[src/rtl/serial_tl_bit_adapter_if.sv]
// serial_tl_bit_adapter_if: host word and serial lane handshakes plus word counters
interface serial_tl_bit_adapter_if #(parameter int W = 32, parameter int CW = 16);
  logic          tx_word_valid;
  logic          tx_word_ready;
  logic [W-1:0]  tx_word_bits;
  logic          ser_out_valid;
  logic          ser_out_ready;
  logic          ser_out_bits;
  logic          ser_in_valid;
  logic          ser_in_ready;
  logic          ser_in_bits;
  logic          rx_word_valid;
  logic          rx_word_ready;
  logic [W-1:0]  rx_word_bits;
  logic [CW-1:0] tx_count;
  logic [CW-1:0] rx_count;
  modport master (
    input  tx_word_valid, tx_word_bits, ser_out_ready, ser_in_valid, ser_in_bits, rx_word_ready,
    output tx_word_ready, ser_out_valid, ser_out_bits, ser_in_ready, rx_word_valid, rx_word_bits,
           tx_count, rx_count
  );
  modport slave (
    output tx_word_valid, tx_word_bits, ser_out_ready, ser_in_valid, ser_in_bits, rx_word_ready,
    input  tx_word_ready, ser_out_valid, ser_out_bits, ser_in_ready, rx_word_valid, rx_word_bits,
           tx_count, rx_count
  );
endinterface

[src/rtl/serial_tl_bit_adapter.sv]
// serial_tl_bit_adapter: LSB-first 1-bit serializer/deserializer between host words and the serial TL lanes
module serial_tl_bit_adapter #(
  parameter int W  = 32,
  parameter int CW = 16
) (
  input logic clock,
  input logic reset,
  serial_tl_bit_adapter_if.master bus
);
  localparam int BW = $clog2(W);
  typedef enum logic {TX_IDLE, TX_SHIFT} tx_state_e;
  tx_state_e     tx_state_q, tx_state_d;
  logic [W-1:0]  tx_sh_q, tx_sh_d, rx_sh_q, rx_sh_d;
  logic [BW-1:0] tx_cnt_q, tx_cnt_d, rx_cnt_q, rx_cnt_d;
  logic          rx_full_q, rx_full_d;
  logic [CW-1:0] tx_count_q, tx_count_d, rx_count_q, rx_count_d;
  logic          tx_fire, ser_out_fire, ser_in_fire, rx_fire, tx_last, rx_last;
  assign bus.tx_word_ready = (tx_state_q == TX_IDLE) && !reset;
  assign bus.ser_out_valid = tx_state_q == TX_SHIFT;
  assign bus.ser_out_bits  = tx_sh_q[0];
  assign bus.ser_in_ready  = !rx_full_q && !reset;
  assign bus.rx_word_valid = rx_full_q;
  assign bus.rx_word_bits  = rx_sh_q;
  assign bus.tx_count      = tx_count_q;
  assign bus.rx_count      = rx_count_q;
  assign tx_fire      = bus.tx_word_valid && bus.tx_word_ready;
  assign ser_out_fire = bus.ser_out_valid && bus.ser_out_ready;
  assign ser_in_fire  = bus.ser_in_valid && bus.ser_in_ready;
  assign rx_fire      = bus.rx_word_valid && bus.rx_word_ready;
  assign tx_last      = tx_cnt_q == BW'(W - 1);
  assign rx_last      = rx_cnt_q == BW'(W - 1);
  always_comb begin
    tx_state_d = tx_state_q;
    tx_sh_d    = tx_sh_q;
    tx_cnt_d   = tx_cnt_q;
    tx_count_d = tx_count_q;
    if (tx_state_q == TX_IDLE) begin
      if (tx_fire) begin
        tx_sh_d    = bus.tx_word_bits;
        tx_cnt_d   = '0;
        tx_state_d = TX_SHIFT;
      end
    end else if (ser_out_fire) begin
      tx_sh_d    = tx_sh_q >> 1;
      tx_cnt_d   = tx_cnt_q + 1'b1;
      tx_state_d = tx_last ? TX_IDLE : TX_SHIFT;
      tx_count_d = tx_last ? tx_count_q + 1'b1 : tx_count_q;
    end
  end
  // the word is complete on the fire that carries bit W-1; the counter restarts for the next word
  always_comb begin
    rx_sh_d    = rx_sh_q;
    rx_cnt_d   = rx_cnt_q;
    rx_full_d  = rx_full_q;
    rx_count_d = rx_count_q;
    if (ser_in_fire) begin
      rx_sh_d   = {bus.ser_in_bits, rx_sh_q[W-1:1]};
      rx_cnt_d  = rx_last ? '0 : rx_cnt_q + 1'b1;
      rx_full_d = rx_last;
    end
    if (rx_fire) begin
      rx_full_d  = 1'b0;
      rx_count_d = rx_count_q + 1'b1;
    end
  end
  always_ff @(posedge clock) begin
    if (reset) begin
      tx_state_q <= TX_IDLE;
      tx_sh_q    <= '0;
      tx_cnt_q   <= '0;
      tx_count_q <= '0;
      rx_sh_q    <= '0;
      rx_cnt_q   <= '0;
      rx_full_q  <= 1'b0;
      rx_count_q <= '0;
    end else begin
      tx_state_q <= tx_state_d;
      tx_sh_q    <= tx_sh_d;
      tx_cnt_q   <= tx_cnt_d;
      tx_count_q <= tx_count_d;
      rx_sh_q    <= rx_sh_d;
      rx_cnt_q   <= rx_cnt_d;
      rx_full_q  <= rx_full_d;
      rx_count_q <= rx_count_d;
    end
  end
endmodule
[src/flat_wrapper.sv]
// flat-port wrapper written by rule: the top's interface ports become plain ports
module serial_tl_bit_adapter_flat 
#(
  parameter int W  = 32,
  parameter int CW = 16
)
  (clock, reset, bus_tx_word_valid, bus_tx_word_bits, bus_ser_out_ready, bus_ser_in_valid, bus_ser_in_bits, bus_rx_word_ready, bus_tx_word_ready, bus_ser_out_valid, bus_ser_out_bits, bus_ser_in_ready, bus_rx_word_valid, bus_rx_word_bits, bus_tx_count, bus_rx_count);
  serial_tl_bit_adapter_if #(.W(W), .CW(CW)) bus_i ();
  input logic clock;
  input logic reset;
  input wire logic [$bits(bus_i.tx_word_valid)-1:0] bus_tx_word_valid;
  input wire logic [$bits(bus_i.tx_word_bits)-1:0] bus_tx_word_bits;
  input wire logic [$bits(bus_i.ser_out_ready)-1:0] bus_ser_out_ready;
  input wire logic [$bits(bus_i.ser_in_valid)-1:0] bus_ser_in_valid;
  input wire logic [$bits(bus_i.ser_in_bits)-1:0] bus_ser_in_bits;
  input wire logic [$bits(bus_i.rx_word_ready)-1:0] bus_rx_word_ready;
  output wire logic [$bits(bus_i.tx_word_ready)-1:0] bus_tx_word_ready;
  output wire logic [$bits(bus_i.ser_out_valid)-1:0] bus_ser_out_valid;
  output wire logic [$bits(bus_i.ser_out_bits)-1:0] bus_ser_out_bits;
  output wire logic [$bits(bus_i.ser_in_ready)-1:0] bus_ser_in_ready;
  output wire logic [$bits(bus_i.rx_word_valid)-1:0] bus_rx_word_valid;
  output wire logic [$bits(bus_i.rx_word_bits)-1:0] bus_rx_word_bits;
  output wire logic [$bits(bus_i.tx_count)-1:0] bus_tx_count;
  output wire logic [$bits(bus_i.rx_count)-1:0] bus_rx_count;
  assign bus_i.tx_word_valid = bus_tx_word_valid;
  assign bus_i.tx_word_bits = bus_tx_word_bits;
  assign bus_i.ser_out_ready = bus_ser_out_ready;
  assign bus_i.ser_in_valid = bus_ser_in_valid;
  assign bus_i.ser_in_bits = bus_ser_in_bits;
  assign bus_i.rx_word_ready = bus_rx_word_ready;
  assign bus_tx_word_ready = bus_i.tx_word_ready;
  assign bus_ser_out_valid = bus_i.ser_out_valid;
  assign bus_ser_out_bits = bus_i.ser_out_bits;
  assign bus_ser_in_ready = bus_i.ser_in_ready;
  assign bus_rx_word_valid = bus_i.rx_word_valid;
  assign bus_rx_word_bits = bus_i.rx_word_bits;
  assign bus_tx_count = bus_i.tx_count;
  assign bus_rx_count = bus_i.rx_count;
  serial_tl_bit_adapter #(.W(W), .CW(CW)) u_core (.clock(clock), .reset(reset), .bus(bus_i));
endmodule
[config.mk]
export PLATFORM = sky130hd
export DESIGN_NAME = serial_tl_bit_adapter_flat
export DESIGN_NICKNAME = d
export VERILOG_FILES = /design/src/rtl/serial_tl_bit_adapter_if.sv /design/src/rtl/serial_tl_bit_adapter.sv /design/src/flat_wrapper.sv
export SDC_FILE = /design/constraint.sdc
export NUM_CORES = 1
export LEC_CHECK = 0
export ABC_AREA = 1
export CAP_MARGIN = 20
export CELL_PAD_IN_SITES_DETAIL_PLACEMENT = 1
export CELL_PAD_IN_SITES_GLOBAL_PLACEMENT = 2
export CORE_MARGIN = 2
export CORE_UTILIZATION = 25
export DETAILED_ROUTE_END_ITERATION = 8
export GPL_TIMING_DRIVEN = 1
export PLACE_DENSITY_LB_ADDON = 0.1
export SYNTH_ARGS = -nofsm -noshare
export SYNTH_HDL_FRONTEND = slang
export SYNTH_SLANG_ARGS = --single-unit
export TNS_END_PERCENT = 20
[constraint.sdc]
create_clock -name clock -period 2 [get_ports clock]
set_input_delay 0.3 -clock clock [delete_from_list [all_inputs] [get_ports clock]]
set_output_delay 0.3 -clock clock [all_outputs]
set_load 0.05 [all_outputs]
; Word-level counts from Yosys, hierarchy flattened
; Index checks and enable logic that the tools add are counted.
[word_totals]
reg_bits = 108
inputBits = 39
out_inout_bits = 69
word_cells = 39
[classes]
add_sub_neg = 4
n_eq_ne = 3
muxes = 11
n_bitwise = 1
reduce_logical = 12
[ops]
columns = cell, n
row1 = 32-bit 2-to-1 mux, 3
row2 = "16-bit by 1-bit adder with 16-bit output, second input constant", 2
row3 = 5-bit 2-to-1 mux, 4
row4 = "5-bit by 1-bit adder with 5-bit output, second input constant", 2
row5 = "5-bit equality test, second input constant", 2
row6 = 1-bit logical AND, 6
row7 = 1-bit 2-to-1 mux, 4
row8 = 3-bit AND reduction, 1
row9 = 1-bit zero test, 2
row10 = "2-bit inequality test, second input constant", 1
row11 = 2-bit AND reduction, 1
row12 = 2-bit nonzero test, 1
row13 = 2-bit OR reduction, 1
row14 = 1-bit inverter, 1

; Depth between registers and ports, before layout
[depth]
depth_word = 5
depth_mapped = 12

; Least setup slack after synthesis
; Ideal clock, no wire load.
[synth_path]
path_kind = register -> register
from = register u_core.tx_state_q, in the netlist u_core.bus.ser_out_valid
to = register u_core.tx_sh_q[11]
t_arrival_ns = 1.559
required_ns = 1.881
setup_slack_ns = 0.322
path_stages_with_launch = 8
period_less_slack_ns = 1.678
cell_sequence = dfxtp_1 buf_6 nor2_4 nand2_2 nand2_2 buf_6 buf_4 a21oi_1
[synth_via]
elab_chain_cells = 5
word_cells_on_any_way = 8
classes_between = eq/ne: 1 / mux: 1 / bitwise: 1 / reduce/logical: 5
[synth_lines]
columns = item, line
row1 = "start, declared", serial_tl_bit_adapter.sv:12  ; tx_state_e tx_state_q, tx_state_d;
row2 = "start signal, assigned", serial_tl_bit_adapter.sv:77  ; tx_state_q <= tx_state_d;
row3 = 1-bit inverter, -
row4 = 1-bit logical AND, serial_tl_bit_adapter.sv:18  ; assign bus.tx_word_ready = (tx_state_q == TX_IDLE) && !reset;
row5 = via bus_tx_word_ready, flat_wrapper.sv:17  ; output wire logic [$bits(bus_i.tx_word_ready)-1:0] bus_tx_word_ready;
row6 = 1-bit logical AND, serial_tl_bit_adapter.sv:26  ; assign tx_fire = bus.tx_word_valid && bus.tx_word_ready;
row7 = 2-bit nonzero test (no source line), -
row8 = 2-bit AND reduction (no source line), -
row9 = "end signal, assigned", serial_tl_bit_adapter.sv:78  ; tx_sh_q <= tx_sh_d;
row10 = "end, declared", serial_tl_bit_adapter.sv:13  ; logic [W-1:0] tx_sh_q, tx_sh_d, rx_sh_q, rx_sh_d;
; The timed path passes the listed nets, and every way through them passes these cells.
; A chain may end at the register's enable or synchronous reset.

; Worst setup path in the final report
[layout_path]
from = register u_core.tx_count_q[11], in the netlist u_core.bus.tx_count[11]
to = output port bus_tx_count[11]
[layout_lines]
columns = item, line
row1 = "start, declared", serial_tl_bit_adapter.sv:16  ; logic [CW-1:0] tx_count_q, tx_count_d, rx_count_q, rx_count_d;
row2 = "start signal, assigned", serial_tl_bit_adapter.sv:80  ; tx_count_q <= tx_count_d;
row3 = "end, declared", flat_wrapper.sv:23  ; output wire logic [$bits(bus_i.tx_count)-1:0] bus_tx_count;
; No word-level cell between the ends.

==> impl_metrics.yaml <==
status:
  status: "completed"
drt:
  via_per_inst: 4.50
  routed_wl_microns: 12400
  postRouteAntennaNets: 0
  drt_iter0_markers: 123
  drc: 0
  num_vias: 4047
  routedWlPerCell_microns: 13.8
  dr.pass1.iters: 4
power:
  pwr-share-seq_pct: 50.4
  p_int_mw: 3.36
  clockPowerShare_pct: 38.7
  power.density_nw_per_um2: 723
  swShare_pct: 26.0
  combPwrFrac_pct: 10.9
  switching_power_mw: 1.18
  leakagePower_nw: 2.36
  design_power_total_mw: 4.54
  ir_drop_mv: 0.386
timing:
  slew-limit-headroom_pct: 63.8
  setup_viol: 0
  whs_ns: 0.479
  slew_viol_final: 0
  fin_setup_tns_ns: 0
  fmax_mhz: 518
  tightest_slew_ns: 0.542
  fin_ws_ns: 0.0707
  hold_viol_final: 0
  fin_crit_ns: 1.93
  grt_setup_unrepaired: "yes"
  fin_skew_ns: 0.0108
  finalCritPeriodShare_pct: 96.5
global_routing:
  grt_max_degree: 69
  track_usage_pct: 12.7
  antenna_found_initial: 0
  overflow: 0
  grt_pass1_vias: 4025
  grt_pass1_wl_microns: 20300
synthesis:
  syn_area_per_cell_sq_um: 8.26
  yosysWarnings: 0
  syn-num-nets: 608
  yosysUniqueCellTypes: 34
  synth_seq_cells: 108
  yosys.area.top_type: "dfxtp_1"
  syn-cell-area_sq_um: 4640
  synth_top_cell_area_share_pct: 46.6
  ys_seq_area_share_pct: 46.6
  netlist_instances: 562
  synth_area_leaders: "dfxtp_1 47%, mux2i_1 6.7%, nand2_1 6.1%, inv_1 5.6%, a21oi_1 5.5%"
place:
  postPlaceCellArea_sq_um: 5980
  gp_congestion: 0.734
  io_buffers: 107
  placedCellCount: 884
  dpl.hpwl_microns: 8930
  dp_slack_ns: 0.142
final_layout:
  drive_gt1_share_pct: 8.35
  num_antenna_cells: 0
  area_delta_synth_final_pct: 35.1
  layoutNonFillerInstCount: 900
  multi_input_comb_area_sq_um: 2050
  nFillCells: 2102
  final_cell_area_sq_um: 6270
  area.sequential_sq_um: 2160
  nets: 712
  final_util_pct: 34.7
critical_path:
  slowest_stage: "clkdlybuf4s50_1"
  crit_path_start: "u_core.bus.tx_count[11]$_SDFFE_PP0P_"
  worstReg2RegEnd: "u_core.bus.tx_count[7]$_SDFFE_PP0P_"
  reg2reg_setup_slack_ns: 0.19
  max_stage_delay_ns: 0.85
  critPathTopFamily: "buffers and inverters"
  r2r_cells: 9
  worstPathMaxFanout: 5
  crit_path_end_kind: "primary output"
  arrival_ns: 1.63
  crit_end: "bus_tx_count[11]"
  critPathBufInv: 1
  r2r-start: "u_core.tx_cnt_q[0]$_SDFFE_PP0P_"
  critical_path_class: "reg -> out"
  path_depth: 1
  crit_required_ns: 1.70
  start_kind: "flip-flop"
  crit_chain: "clkdlybuf4s50_1"
min_path:
  min_path_type: "reg -> reg"
cts:
  hold_buffers: 0
  cts_root_buf: "clkbuf_16"
  insertion_delay_ns: 0.36
  clockBufferDepth: 2
  clkTransAtPathRegs_ns: 0.08
  h-tree-depth: 3
  cts_inserted_buffers: 9
  cts_setup_buffers: 0
  cts.sinks: 108
  cts_tree: "done"
floorplan:
  coreArea_sq_um: 18100
  die_area_sq_um: 19700
  fp.dieH_microns: 140
  start_util_pct: 25.7
  die_x_microns: 140
  rows: 49
  ios: 108
job:
  drv_cap: 0
==> worst min path at each step <==
stage,start,end,slack (ns),depth (start not counted)
global placement,u_core.tx_cnt_q[0]$_SDFFE_PP0P_,u_core.tx_cnt_q[0]$_SDFFE_PP0P_,0.46,1
detailed placement,u_core.tx_sh_q[31]$_SDFFE_PP0P_,u_core.tx_sh_q[31]$_SDFFE_PP0P_,0.47,2
floorplan,bus_ser_in_bits,u_core.bus.rx_word_bits[31]$_SDFFE_PP0P_,0.41,2
finish,u_core.tx_sh_q[31]$_SDFFE_PP0P_,u_core.tx_sh_q[31]$_SDFFE_PP0P_,0.48,2
global route,u_core.tx_cnt_q[4]$_SDFFE_PP0P_,u_core.tx_cnt_q[4]$_SDFFE_PP0P_,0.50,2
CTS,u_core.tx_sh_q[31]$_SDFFE_PP0P_,u_core.tx_sh_q[31]$_SDFFE_PP0P_,0.48,2
==> cells in the mapped netlist <==
cell type,instances
a211oi_1,1
nand2_1,75
mux2i_1,31
nor3_1,12
nand4_1,7
inv_2,2
dfxtp_1,108
buf_6,4
o21a_1,1
o21ai_0,43
nor2_4,5
xor2_1,4
nand3_4,2
nor2_1,52
nand2_4,2
buf_4,5
ha_1,7
a21oi_1,51
nand3_1,17
nand4_2,1
inv_1,69
clkbuf_1,4
nand3_2,2
nor2_8,2
a21oi_2,2
o22ai_1,30
nor2_2,1
buf_2,13
and3_1,1
o31ai_1,1
nor3b_2,2
nand2_2,3
clkinv_2,1
nand3b_1,1
==> power groups by stage <==
stage               combinational [mW]  sequential, mW  clock, mW
CTS                              0.507            2.29       1.83
detailed placement               0.506            2.34          0
floorplan                        0.311            2.35          0
global placement                 0.498            2.33          0
finish                           0.496            2.29       1.75
global route                     0.551            2.30       1.92
==> final cells by class <==
| type | instances | share of cell area [%] |
|---|---|---|
| Multi-Input combinational cell | 356 | 32.6 |
| Sequential cell | 108 | 34.5 |
| Clock buffer | 11 | 3.87 |
| Clock inverter | 5 | 0.718 |
| Inverter | 72 | 4.33 |
| Timing Repair Buffer | 119 | 19.4 |
| Tap cell | 229 | 4.57 |
==> sequential cells by signal, indices dropped and copies added (netlist names) <==
register and flops:
u_core.bus.rx_count 16, u_core.bus.rx_word_bits 32, u_core.bus.rx_word_valid 1, u_core.bus.ser_out_valid 1, u_core.bus.tx_count 16, u_core.rx_cnt_q 5, u_core.tx_cnt_q 5, u_core.tx_sh_q 32
==> cell usage in the layout (no fill, tap or decap), types with 3 or more instances in the layout <==
cell type / synthesis / layout
buf_12: 0 / 5
xor2_1: 4 / 4
inv_1: 69 / 69
nand2_2: 3 / 3
nand2_1: 75 / 75
nor3_1: 12 / 12
nand3_1: 17 / 17
buf_4: 5 / 10
nor2_1: 52 / 52
dfxtp_1: 108 / 107
ha_1: 7 / 7
nor2_4: 5 / 5
o21ai_0: 43 / 42
nand4_1: 7 / 7
clkdlybuf4s50_1: 0 / 102
clkinv_4: 0 / 3
o22ai_1: 30 / 30
clkbuf_16: 0 / 9
a21oi_1: 51 / 51
mux2i_1: 31 / 31
==> worst min-delay path: cells and delay by family (launching register included) <==
kind	cells	cell delay, ns
AO/OA/AOI/OAI	1	0.05
flip-flops	1	0.32
AND/OR/NAND/NOR	1	0.07
==> metal layers <==
metal / up-vias / wire length [microns] / GRT usage, %
met5: - / 0 / 0
met4: 0 / 159 / 3.99
met3: 10 / 472 / 2.94
met2: 68 / 5790 / 21.1
met1: 1896 / 5990 / 16.4
li1: 2073 / - / -
==> repair_timing <==
item                       4_1_cts  5_1_grt
pin swaps                        0        0
setup endpoints to repair        1        3
gates resized for setup          1        2
hold endpoints to repair         0        0
==> cells by family (layout without fill, tap and decap cells) <==
group	Yosys count	after routing	share of synthesized area (%)
AOI/OAI and AO/OA	129	129	15.0
xor gates and xnor gates	4	4	0.754
adders and majority gates	7	7	1.89
buffers and inverters	98	207	9.35
DFF	108	108	46.6
muxes	31	31	6.68
and+or+nand+nor	185	185	19.7
No activity file was read; power rests on OpenSTA's default activity.
